## src/rtl/addsub96_arb.sv

```systemverilog
// addsub96_arb: two-requester round-robin front end for a shared, externally
// pipelined 95-bit adder/subtractor. Grants one operation per cycle, registers
// the operands toward the adder, and routes each LAT-delayed SUM_OUT back to the
// requester that issued it, in acceptance order.
module addsub96_arb #(
  parameter int LAT = 2  // adder latency from registered AIN/BIN/ADD_SUB to SUM_OUT, 1..8
) (
  input  logic        CLK,
  input  logic        RST,
  input  logic        REQ0_VALID,
  output logic        REQ0_READY,
  input  logic [94:0] REQ0_A,
  input  logic [94:0] REQ0_B,
  input  logic        REQ0_SUB,
  input  logic        REQ1_VALID,
  output logic        REQ1_READY,
  input  logic [94:0] REQ1_A,
  input  logic [94:0] REQ1_B,
  input  logic        REQ1_SUB,
  output logic [94:0] AIN,
  output logic [94:0] BIN,
  output logic        ADD_SUB,
  input  logic [95:0] SUM_OUT,
  output logic        RES0_VALID,
  output logic [95:0] RES0_DATA,
  output logic        RES1_VALID,
  output logic [95:0] RES1_DATA
);

  // One tag per in-flight operation: whether the slot carries a real op and
  // which requester it belongs to.
  typedef struct packed {
    logic vld;
    logic id;
  } tag_t;

  logic ptr;          // round-robin pointer: requester that wins a tie
  logic grant_any;    // an operation is accepted at the coming edge
  logic grant_id;     // requester being granted
  tag_t op_tag;       // tag travelling with the AIN/BIN/ADD_SUB register
  tag_t tag_pipe [LAT];  // one slot per adder pipeline stage
  tag_t exit_tag;     // tag whose result is on SUM_OUT this cycle

  // Arbitration: a lone requester always wins; on a tie the pointer decides.
  // NOTE: every output of a combinational block gets a default first so no path leaves it unassigned (which would infer a latch).
  always_comb begin
    REQ0_READY = 1'b0;
    REQ1_READY = 1'b0;
    if (!RST) begin
      REQ0_READY = REQ0_VALID && (!REQ1_VALID || (ptr == 1'b0));
      REQ1_READY = REQ1_VALID && (!REQ0_VALID || (ptr == 1'b1));
    end
    grant_any = REQ0_READY || REQ1_READY;
    grant_id  = REQ1_READY;
  end

  // Pointer moves to the requester that lost, only when something was accepted.
  // NOTE: sequential state uses non-blocking assignments so every register samples pre-edge values.
  always_ff @(posedge CLK) begin
    if (RST) begin
      ptr <= 1'b0;
    end else if (grant_any) begin
      ptr <= ~grant_id;
    end
  end

  // Operand register toward the shared adder; holds when nothing is accepted.
  always_ff @(posedge CLK) begin
    if (RST) begin
      AIN     <= '0;
      BIN     <= '0;
      ADD_SUB <= 1'b0;
    end else if (grant_any) begin
      AIN     <= grant_id ? REQ1_A   : REQ0_A;
      BIN     <= grant_id ? REQ1_B   : REQ0_B;
      ADD_SUB <= grant_id ? REQ1_SUB : REQ0_SUB;
    end
  end

  // Tag tracking: op_tag pairs with the operand register, then tag_pipe follows
  // the operation through the adder's LAT stages so the exiting tag lines up
  // with the matching SUM_OUT. Every cycle shifts; idle cycles insert bubbles.
  // NOTE: the tag array holds valid bits, so unlike a data-only memory it must be reset entry by entry to drop in-flight work.
  always_ff @(posedge CLK) begin
    if (RST) begin
      op_tag <= '0;
      for (int i = 0; i < LAT; i++) begin
        tag_pipe[i] <= '0;
      end
    end else begin
      op_tag.vld  <= grant_any;
      op_tag.id   <= grant_id;
      tag_pipe[0] <= op_tag;
      for (int i = 1; i < LAT; i++) begin
        tag_pipe[i] <= tag_pipe[i-1];
      end
    end
  end

  assign exit_tag = tag_pipe[LAT-1];

  // Result return: capture SUM_OUT for the owning requester and strobe once.
  always_ff @(posedge CLK) begin
    if (RST) begin
      RES0_VALID <= 1'b0;
      RES1_VALID <= 1'b0;
      RES0_DATA  <= '0;
      RES1_DATA  <= '0;
    end else begin
      RES0_VALID <= exit_tag.vld && (exit_tag.id == 1'b0);
      RES1_VALID <= exit_tag.vld && (exit_tag.id == 1'b1);
      if (exit_tag.vld && (exit_tag.id == 1'b0)) begin
        RES0_DATA <= SUM_OUT;
      end
      if (exit_tag.vld && (exit_tag.id == 1'b1)) begin
        RES1_DATA <= SUM_OUT;
      end
    end
  end

endmodule

```

## config.mk

```make
export PLATFORM = sky130hd
export DESIGN_NAME = addsub96_arb
export DESIGN_NICKNAME = d
export VERILOG_FILES = /design/src/rtl/addsub96_arb.sv
export SDC_FILE = /design/constraint.sdc
export NUM_CORES = 1
export LEC_CHECK = 0
export ABC_AREA = 1
export CORE_AREA = 3 3 337 339
export CTS_BUF_LIST = sky130_fd_sc_hd__clkbuf_8 sky130_fd_sc_hd__clkbuf_16
export CTS_CLUSTER_SIZE = 25
export DETAILED_ROUTE_END_ITERATION = 6
export DIE_AREA = 0 0 340 342
export DONT_BUFFER_PORTS = 1
export SYNTH_ARGS = -nofsm -noshare
export SYNTH_HDL_FRONTEND = slang
export SYNTH_SLANG_ARGS = --single-unit
```

## constraint.sdc

```tcl
create_clock -name CLK -period 1.49 [get_ports CLK]
set_clock_uncertainty 0.2 [all_clocks]
set_input_delay 0.0745 -clock CLK [delete_from_list [all_inputs] [get_ports CLK]]
set_output_delay 0.0745 -clock CLK [all_outputs]
set_load 0.03 [all_outputs]
```

==> run metrics <==
worst min-delay path class in -> reg; initial DRC count 1436; layout cells sized above 1 29.2%; H-Tree Level Count 2; ys async rst share 0%; GRT Total Usage 14.7%; Nets 3984; core area 0.111 mm2; Data required, critical path 1780 ps; # IOs 869; grt total ovfl 0; area growth from synthesis to layout 93.6%; Clk Latency, worst-skew pair 610 ps; Register-to-Register Path Depth 10; Crit Path Max Fanout 7; r2r endpoint AIN[53]; Sink Count 392; sw frac 31.9%; combinational share of power 26.5%; cell type with the highest aggregate area in the netlist dfxtp_1; full die area 0.116 mm2; final slew viol count 0; die height 342 um; GPL Wtd Cong 0.879; Hold Vio Cnt, Final 0; Worst R2R Start ptr; I/O Buffers 0; Clk network pwr share 36.7%; maxcap violations 0; Post-synth EDFFs 0; Flop pwr share 36.8%; clock buffer count from CTS 46; vias in the first global route 21500; synth top area cells dfxtp_1, nor2_1, o21ai_0; Setup CP Type reg -> reg; Syn Std Cell Area 0.0172 mm2; setup violators final 194; CP endpoint AIN[53]; Yosys reg bits 392; Main synth FF type dfxtp_1; first-pass GRT wire length 132 mm; failing checks DRC, setup timing; final worst slack -353 ps; largest net degree at the start of global routing 92; root buffer cell clkbuf_16; Hold Startpoint REQ0_B[34]; pre-CTS WS -152 ps; Yosys top cell area share 45.8%; slew margin rel. 66.9%; worst slew pin tran 497 ps; switching pwr 10.0 mW; PD cells 945 mW/mm2; Cells after Synth 2542; Worst Path Arrival 2130 ps; crit path from ptr; CTS tree done; count leader, synth nor2_1; post-layout util 30.0%; register area share after synthesis 45.8%; num rows 122; WL final 103 mm; DRC errors left 14; DRT Pass-1 Iters 7; Lkg Pwr 14.2 nW; min cycle time layout 1840 ps; Syn Area/Cell 6.75 um2; Pint 21.3 mW; Synth cell types 18; DR vias/cell 4.45; Syn Nets 3024; synth cell count leaders nor2_1, dfxtp_1, o21ai_0, inv_1, a21oi_1; detailed placer's ending HPWL 59.1 mm; RSZ-0062 raised after global routing yes; Routed Antenna Nets 0; routed len/inst 20.4 um; Initial Util 15.5%; initial antenna violation count 33; Worst VDD drop 708 uV; r2r setup slk -350 ps; final period utilization 124%; Crit. End Element flop; Synth Warn # 0; Die X 340 um; Clock Path Buffers 3; vias 22400; maximum clock frequency 543 MHz; outcome finished, violations left; CP Launch Type flop; clock slew at reported path FFs 70 ps
## cell type report
class	count	area (um2)
Fill cell	11000	77500
Timing Repair Buffer	1121	11700
Multi-Input combinational cell	1740	9440
Sequential cell	392	7890
Tap cell	1488	1860
Clock buffer	55	1270
Inverter	201	768
Clock inverter	24	236
Antenna cell	17	42.5
## critical path, stage by stage, from the launching register on
cell	delay (ps)
dfxtp_2	320
inv_2	60
buf_6	110
nand2_8	70
buf_12	180
buf_16	170
buf_16	160
nand3_4	80
nand2_2	50
nor2_2	220
nor2_1	80
## through the flow
step	setup TNS (ps)	power, mW	area (um2)	hold WS [ps]	instances
2_1_floorplan	0	14.8	17200	-30.2	2542
5_1_grt	-54230	32.5	33200	39.9	5031
6_report	-40730	31.4	33200	57.2	5038
3_3_place_gp	-3310	16.7	22000	-48.1	4293
3_5_place_dp	-7470	16.7	22000	-47.7	4293
4_1_cts	-45650	30.4	30500	0.0565	4986
## power groups by stage
stage	Sequential, mW	Combinational, mW	Clock [mW]
global placement	11.7	5.01	0
floorplan	12.8	2.01	0
finish	11.5	8.31	11.5
detailed placement	11.7	5.05	0
CTS	11.5	7.09	11.8
global route	11.6	8.75	12.2
## cell usage in the layout (no fill, tap or decap), types with 47 or more instances in the layout
cell type	Yosys	routed
nand2_1	194	126
dlygate4sd3_1	0	575
buf_4	16	390
nand3_2	0	98
nand2_2	2	62
a21oi_1	195	96
inv_1	197	206
buf_12	0	53
nand3_1	191	54
o21ai_1	47	47
o21ai_0	336	336
clkbuf_16	0	72
dfxtp_1	392	366
nor2_2	0	70
a21oi_2	0	84
nor2_1	772	695
## worst min-delay path by stage
stage,to,slack [ps],cells past startpoint
after detailed placement,RES0_VALID,-50,1
after CTS,AIN[88],0.06,5
after floorplan,op_tag[0],-30,1
final,BIN[34],60,5
after global routing,RES0_DATA[63],40,3
after global placement,RES0_VALID,-50,1
## registers in the layout, summed over array words and instances (netlist names)
register	count
RES0_DATA	96
ptr	1
RES0_VALID	1
RES1_DATA	96
RES1_VALID	1
op_tag	2
ADD_SUB	1
AIN	95
tag_pipe	4
BIN	95
## repair_timing
item | CTS | global route
gates resized for setup | 124 | 489
pin swaps | 22 | 261
hold buffers | 577 | 1
buffers inserted | 15 | 14
gates cloned | 22 | 31
endpoints found under the setup margin | 208 | 303
hold endpoints to repair | 392 | 3
## logic make-up (layout without fill, tap and decap cells)
kind of cell / after synthesis / count (layout) / share of synthesized area [%]
other: 0 / 17 / 0
buffers and inverters: 410 / 1401 / 10.4
AO/OA/AOI/OAI: 578 / 578 / 16.9
flip-flops: 392 / 392 / 45.8
AND/OR/NAND/NOR: 1162 / 1162 / 27.0
## per-layer routing
layer | global-route usage (%) | part of all wire, % | up-vias
met5 | 0 | 0.097 | -
met4 | 7.79 | 6.5 | 14
met3 | 4.16 | 9.3 | 488
met2 | 26.1 | 50 | 1492
met1 | 15.8 | 35 | 10400
li1 | - | - | 10100
No activity file was read; power rests on OpenSTA's default activity.
